[config.mk]
export PLATFORM = sky130hd
export DESIGN_NAME = tinyqv_cpu_core
export DESIGN_NICKNAME = d
export VERILOG_FILES = /design/src/rtl/tinyqv_cpu_core.sv
export SDC_FILE = /design/constraint.sdc
export NUM_CORES = 2
export LEC_CHECK = 0
export BUFFER_PORTS_ARGS = -buffer_cell sky130_fd_sc_hd__clkbuf_2
export CORE_MARGIN = 2
export CORE_UTILIZATION = 35
export CTS_CLUSTER_DIAMETER = 60
export DETAILED_ROUTE_END_ITERATION = 10
export SYNTH_ARGS = -nofsm -noshare
export SYNTH_HDL_FRONTEND = slang
export SYNTH_SLANG_ARGS = --single-unit
[constraint.sdc]
create_clock -name clk -period 5.9 [get_ports clk]
set_input_delay 0.295 -clock clk [delete_from_list [all_inputs] [get_ports clk]]
set_output_delay 0.295 -clock clk [all_outputs]
set_load 0.01 [all_outputs]
[src/rtl/tinyqv_cpu_core.sv]
// tinyqv_cpu_core: multi-cycle RV32E core fetching halfwords from a streaming instruction memory
module tinyqv_cpu_core #(
    parameter logic [23:0] RESET_PC   = 24'h000000,
    parameter logic [23:0] IRQ_VECTOR = 24'h000008
) (
    input  logic        clk,
    input  logic        rst,
    output logic [23:1] instr_addr,
    output logic        instr_fetch_restart,
    output logic        instr_fetch_stall,
    input  logic        instr_fetch_started,
    input  logic        instr_fetch_stopped,
    input  logic [15:0] instr_data_in,
    input  logic        instr_ready,
    input  logic [15:0] interrupt_req,
    output logic [27:0] data_addr,
    output logic [1:0]  data_write_n,
    output logic [1:0]  data_read_n,
    output logic        data_read_complete,
    output logic [31:0] data_out,
    output logic        data_continue,
    input  logic        data_ready,
    input  logic [31:0] data_in,
    input  logic        time_pulse,
    output logic        debug_instr_complete,
    output logic        debug_instr_valid,
    output logic        debug_interrupt_pending,
    output logic        debug_branch,
    output logic        debug_early_branch,
    output logic        debug_ret,
    output logic        debug_reg_wen,
    output logic        debug_counter_0,
    output logic [3:0]  debug_rd
);
    typedef enum logic [2:0] {RESTART, WAIT_START, FETCH_LO, FETCH_HI, EXEC, MEM} state_t;
    state_t state, state_nx;
    logic [23:0] pc, mepc, pc4, target;
    logic [31:0] instr, time_q, a, b, opb, alu, sra, wb, wdata, ld, ls_addr, csr_rv, csr_wv;
    logic [31:0] rf [0:15];
    logic [31:0] imm_i, imm_s, imm_b, imm_u, imm_j;
    logic [15:0] instr_lo;
    logic [6:0]  op;
    logic [2:0]  f3;
    logic [3:0]  rd;
    logic [11:0] csr;
    logic [4:0]  sh;
    logic mie, is_lui, is_auipc, is_jal, is_jalr, is_br, is_load, is_store, is_opi, is_op, is_csr, is_mret;
    logic take, jump, wen_exec, irq_take, unused_bits;

    assign op    = instr[6:0];
    assign f3    = instr[14:12];
    assign rd    = instr[10:7];
    assign csr   = instr[31:20];
    assign a     = rf[instr[18:15]];
    assign b     = rf[instr[23:20]];
    assign imm_i = {{20{instr[31]}}, instr[31:20]};
    assign imm_s = {{20{instr[31]}}, instr[31:25], instr[11:7]};
    assign imm_b = {{19{instr[31]}}, instr[31], instr[7], instr[30:25], instr[11:8], 1'b0};
    assign imm_u = {instr[31:12], 12'b0};
    assign imm_j = {{11{instr[31]}}, instr[31], instr[19:12], instr[20], instr[30:21], 1'b0};

    assign is_lui   = op == 7'b0110111;
    assign is_auipc = op == 7'b0010111;
    assign is_jal   = op == 7'b1101111;
    assign is_jalr  = op == 7'b1100111 && f3 == 3'd0;
    assign is_br    = op == 7'b1100011;
    assign is_load  = op == 7'b0000011 && f3[1:0] != 2'b11 && f3 != 3'd6;
    assign is_store = op == 7'b0100011 && f3 < 3'd3;
    assign is_opi   = op == 7'b0010011;
    assign is_op    = op == 7'b0110011;
    assign is_csr   = op == 7'b1110011 && !f3[2] && f3[1:0] != 2'b00;
    assign is_mret  = instr == 32'h30200073;

    assign opb = is_op ? b : imm_i;
    assign sh  = opb[4:0];
    assign sra = $signed(a) >>> sh;
    assign alu = f3 == 3'd0 ? (is_op && instr[30] ? a - opb : a + opb) :
                 f3 == 3'd1 ? a << sh :
                 f3 == 3'd2 ? {31'b0, $signed(a) < $signed(opb)} :
                 f3 == 3'd3 ? {31'b0, a < opb} :
                 f3 == 3'd4 ? a ^ opb :
                 f3 == 3'd5 ? (instr[30] ? sra : a >> sh) :
                 f3 == 3'd6 ? a | opb : a & opb;

    // funct3[0] inverts each base condition; funct3 010/011 are not branches
    assign take = f3[2:1] == 2'b00 ? (a == b) ^ f3[0] :
                  f3[2:1] == 2'b10 ? ($signed(a) < $signed(b)) ^ f3[0] :
                  f3[2:1] == 2'b11 ? (a < b) ^ f3[0] : 1'b0;

    assign csr_rv = csr == 12'h300 ? {28'b0, mie, 3'b0} :
                    csr == 12'h341 ? {8'b0, mepc} :
                    csr == 12'hC01 ? time_q : 32'b0;
    assign csr_wv = f3[1:0] == 2'b01 ? a : f3[1:0] == 2'b10 ? csr_rv | a : csr_rv & ~a;

    assign pc4      = pc + 24'd4;
    assign ls_addr  = a + (is_store ? imm_s : imm_i);
    assign jump     = is_jal || is_jalr || (is_br && take) || is_mret;
    assign target   = is_jal ? pc + imm_j[23:0] :
                      is_jalr ? {ls_addr[23:1], 1'b0} :
                      is_br ? pc + imm_b[23:0] : mepc;
    assign wen_exec = is_lui || is_auipc || is_jal || is_jalr || is_csr || is_opi || is_op;
    assign wb       = is_lui ? imm_u :
                      is_auipc ? {8'b0, pc} + imm_u :
                      (is_jal || is_jalr) ? {8'b0, pc4} :
                      is_csr ? csr_rv : alu;
    assign ld       = f3[1:0] == 2'b00 ? {{24{data_in[7] & ~f3[2]}}, data_in[7:0]} :
                      f3[1:0] == 2'b01 ? {{16{data_in[15] & ~f3[2]}}, data_in[15:0]} : data_in;

    assign instr_addr              = pc[23:1];
    assign instr_fetch_restart     = state == RESTART && !rst;
    assign instr_fetch_stall       = state == EXEC || state == MEM;
    assign data_continue           = 1'b0;
    assign debug_instr_valid       = state == EXEC || state == MEM;
    assign debug_interrupt_pending = |interrupt_req & mie;
    assign debug_early_branch      = 1'b0;
    assign debug_counter_0         = time_q[0];
    assign debug_rd                = rd;
    assign unused_bits = &{instr_fetch_stopped, ls_addr[31:28], csr_wv[31:24], csr_wv[2:0],
                           imm_b[31:24], imm_j[31:24]};

    always_comb begin
        state_nx             = state;
        debug_branch         = 1'b0;
        debug_ret            = 1'b0;
        debug_instr_complete = 1'b0;
        debug_reg_wen        = 1'b0;
        data_read_complete   = 1'b0;
        irq_take             = 1'b0;
        wdata                = wb;
        case (state)
            RESTART:    state_nx = instr_fetch_started ? FETCH_LO : WAIT_START;
            WAIT_START: state_nx = instr_fetch_started ? FETCH_LO : WAIT_START;
            FETCH_LO: begin
                irq_take     = debug_interrupt_pending;
                debug_branch = debug_interrupt_pending;
                state_nx     = debug_interrupt_pending ? RESTART : instr_ready ? FETCH_HI : FETCH_LO;
            end
            FETCH_HI:   state_nx = instr_ready ? EXEC : FETCH_HI;
            EXEC: begin
                if (is_load || is_store) begin
                    state_nx = MEM;
                end else begin
                    debug_instr_complete = 1'b1;
                    debug_reg_wen        = wen_exec && rd != 4'd0;
                    debug_branch         = jump;
                    debug_ret            = is_mret;
                    state_nx             = jump ? RESTART : FETCH_LO;
                end
            end
            MEM: begin
                debug_instr_complete = data_ready;
                data_read_complete   = data_ready && is_load;
                debug_reg_wen        = data_ready && is_load && rd != 4'd0;
                wdata                = ld;
                state_nx             = data_ready ? FETCH_LO : MEM;
            end
            default:    state_nx = RESTART;
        endcase
    end

    always_ff @(posedge clk) begin
        if (rst) begin
            state        <= RESTART;
            pc           <= RESET_PC;
            mepc         <= 24'b0;
            mie          <= 1'b0;
            time_q       <= 32'b0;
            instr        <= 32'b0;
            instr_lo     <= 16'b0;
            data_addr    <= 28'b0;
            data_out     <= 32'b0;
            data_write_n <= 2'b11;
            data_read_n  <= 2'b11;
            for (int i = 0; i < 16; i++) rf[i] <= 32'b0;
        end else begin
            state  <= state_nx;
            time_q <= time_q + {31'b0, time_pulse};
            if (state == FETCH_LO && instr_ready) instr_lo <= instr_data_in;
            if (state == FETCH_HI && instr_ready) instr <= {instr_data_in, instr_lo};
            if (debug_reg_wen) rf[rd] <= wdata;
            if (debug_instr_complete) pc <= debug_branch ? target : pc4;
            if (irq_take) begin
                mepc <= pc;
                mie  <= 1'b0;
                pc   <= IRQ_VECTOR;
            end
            if (state == EXEC && is_mret) mie <= 1'b1;
            if (state == EXEC && is_csr && csr == 12'h300) mie <= csr_wv[3];
            if (state == EXEC && is_csr && csr == 12'h341) mepc <= csr_wv[23:0];
            if (state == EXEC && (is_load || is_store)) begin
                data_addr    <= ls_addr[27:0];
                data_out     <= is_store ? b : data_out;
                data_write_n <= is_store ? f3[1:0] : 2'b11;
                data_read_n  <= is_load ? f3[1:0] : 2'b11;
            end
            if (state == MEM && data_ready) begin
                data_write_n <= 2'b11;
                data_read_n  <= 2'b11;
            end
        end
    end
endmodule

==> out/metrics.cfg <==
[drt]
first_pass_iters=7
avgRoutedWirePerCell_um=33.89
drtIter0Drc=7415
ant_nets=0
routed_wl_um=259200
drc_errors=0
viasPerCell=6.418
num_vias=49090

[cts]
ctsRootBufferMaster=clkbuf_16
cts.path.max_buffers=3
cts_sinks=716
cts.htree.levels=3
clk_pin_slew_ns=0.06
cts_buffers=83
insertion_delay_ns=0.71
cts_tree=built

[layout]
n_fill_cell=14170
multiInputGateArea_mm2=0.02953
drive_gt1_share_pct=21.82
fin_nets=5938
final_cell_mix=nor2_1 (782), nand2_1 (544), edfxtp_1 (512), a21oi_1 (413), buf_4 (393)
layout_commonest_cell=nor2_1
area_delta_synth_final_pct=18.42
design_area_mm2=0.06036
ff_latch_area_mm2=0.01949

[synthesis]
synth_ff_type=edfxtp_1
synthCells=5343
synthArstFlopShare_pct=0
synth.top_cell.area_share_pct=30.16
ys_types=99
synth_top_area_cell=edfxtp_1
syn_area_mm2=0.05097
synthTopCellsByArea=edfxtp_1 (30%), mux4_2 (14%), dfxtp_1 (8.0%), nor2_1 (5.8%), ha_1 (5.0%)
yosys_warnings=0
synth-edff-count=512
avgSynthCellArea_um2=9.540
ys_seq_area_share_pct=38.17
ys_ff_latch=716

[sta]
hold_viol=0
rsz0062_at_grt=true
max_freq_mhz=169.0
setup_viol=8
finalMaxSlewViolations=0
fin_ws_ns=-0.01815
tns_ns=-0.06989
skew_ns=0.04784
fin_crit_sh_pct=100.3
worstMarginPinSlew_ns=1.354
maxSlewHeadroom_pct=9.755
min_period_ns=5.918
hold_ws_ns=0.1211

[floorplanning]
io_pins=174
die_x_um=385.6
start_util_pct=35.14
dieArea_mm2=0.1487
rows=140
core_area_mm2=0.1450
fp.dieH_um=385.6

[grt]
first_global_vias=45630
antenna_found_initial=13
grt_max_degree=80
grtUsageTotal_pct=33.73
grt_overflow=0
grt_first_pass_wirelength_um=353500

[setup_path]
cp.required_ns=6.31
start_kind=flip-flop
critPathMaxFanout=15
end_kind=flip-flop
timing_worst_setup_path_type=reg -> reg
critPathArrivalTime_ns=6.33

[run_status]
status=finished with violations
violations=negative setup slack

[power_and_ir_drop]
p_leak_uw=0.02210
finalPower_uw=13520
power_density_mw_per_mm2=224.0
peakVddDrop_v=0.0002549

[placement]
finalWeightedCongestion=1.073
post-dp-hpwl_um=188700
placed_cell_area_mm2=0.05628
portBuffers=170

[flow_run]
drv_cap=0

[min_path]
min_path_type=in -> reg

==> layer usage <==
metal	part of all wire, %	global-route usage, %
met1	38	44.66
met4	7.2	20.35
met5	0.029	0
met2	42	49.65
met3	12	8.339
==> Yosys cell counts (10+ instances only) <==
cell type	instances
ha_1	203
a21boi_0	14
a21oi_1	421
o31ai_1	24
nand4_1	28
buf_2	72
o21ai_0	270
mux2i_1	84
and2_1	22
nor2b_1	40
mux4_2	307
dfxtp_1	204
o221ai_1	32
a221oi_1	23
and3_1	27
nand3_1	169
o211ai_1	66
or3_1	24
a211oi_1	77
inv_1	145
mux2_2	17
nor3b_1	10
a211o_1	11
buf_4	39
o21ai_1	16
o21a_1	25
xor2_1	62
a22oi_1	42
nand2_1	556
nand2b_1	47
nor3_1	91
a311oi_1	21
o21bai_1	16
xnor2_1	94
a31oi_1	45
nor4_1	49
clkbuf_1	307
edfxtp_1	512
nor2_1	792
and4_1	10
a21o_1	40
buf_1	34
o22ai_1	40
or2_2	14
==> layout make-up <==
| type | instances | area share (%) |
|---|---|---|
| clock inverter | 48 | 1.045 |
| clock buffer | 107 | 3.725 |
| antenna | 4 | 0.01658 |
| timing repair buffer | 654 | 9.091 |
| tap | 1917 | 3.973 |
| inverter | 151 | 0.9390 |
| multi-input combinational | 4052 | 48.92 |
| sequential | 716 | 32.29 |
==> power breakdown <==
part | total, uW | internal (uW) | switching, uW
clock network | 5430 | 3110 | 2320
logic | 2420 | 836 | 1590
registers | 5660 | 5560 | 107
==> registers in the layout (all words and copies together), names as in the netlist, named ones only <==
register	cells
rf	512
data_out	32
instr	32
time_q	32
data_addr	28
mepc	24
pc	22
instr_lo	16
state	3
data_read_n	2
data_write_n	2
mie	1
==> path summary, 6_finish.rpt <==
check             cells after the start                 from  slack [ns]        end
hold / removal                        5  instr_fetch_started        0.12   state[0]
hold reg to reg                       2         instr_lo[12]        0.45  instr[12]
setup / recovery                     22            flip-flop       -0.02  rf[6][20]
setup reg to reg                     22            flip-flop       -0.02  rf[6][20]
==> timing repair <==
item,CTS,global route
gates resized for setup,15,62
hold endpoints to repair,34,0
gates cloned,0,13
endpoints found under the setup margin,90,258
pin swaps,2,15
hold buffers,17,0
buffers inserted,0,47
==> worst max-delay path, cell delays in order (launching register included) <==
cell	delay [ns]
dfxtp_4	0.44
buf_4	0.17
clkbuf_16	0.14
buf_4	0.10
mux4_2	0.48
mux2i_1	0.18
mux2i_2	0.18
buf_4	0.25
ha_1	0.23
fa_1	0.49
a211oi_2	0.32
o21ba_2	0.22
o21ai_1	0.15
a41o_1	0.31
buf_4	0.15
o211a_1	0.25
o21a_1	0.18
o211ai_1	0.24
a21o_1	0.16
nand3_1	0.23
a31oi_2	0.44
buf_12	0.20
nor2_1	0.06
==> cells by family after synthesis <==
logic type	share of synthesized area, %
simple gates	16.42
compound gates	16.86
flops	38.17
buf+inv	5.015
mux	15.63
fa+ha+maj	5.218
xor+xnor	2.680
other cells	0.007357
==> per-stage QoR <==
stage	instances	setup WS [ns]	util, %
floorplan	5376	0.02440	-
CTS	7588	-0.1459	40.96
detailed placement	7416	-0.1390	38.80
global route	7647	-0.01323	41.62
finish	7649	-0.01815	41.62
global placement	7416	-0.1464	38.80
(Power assumes the default switching activity.)
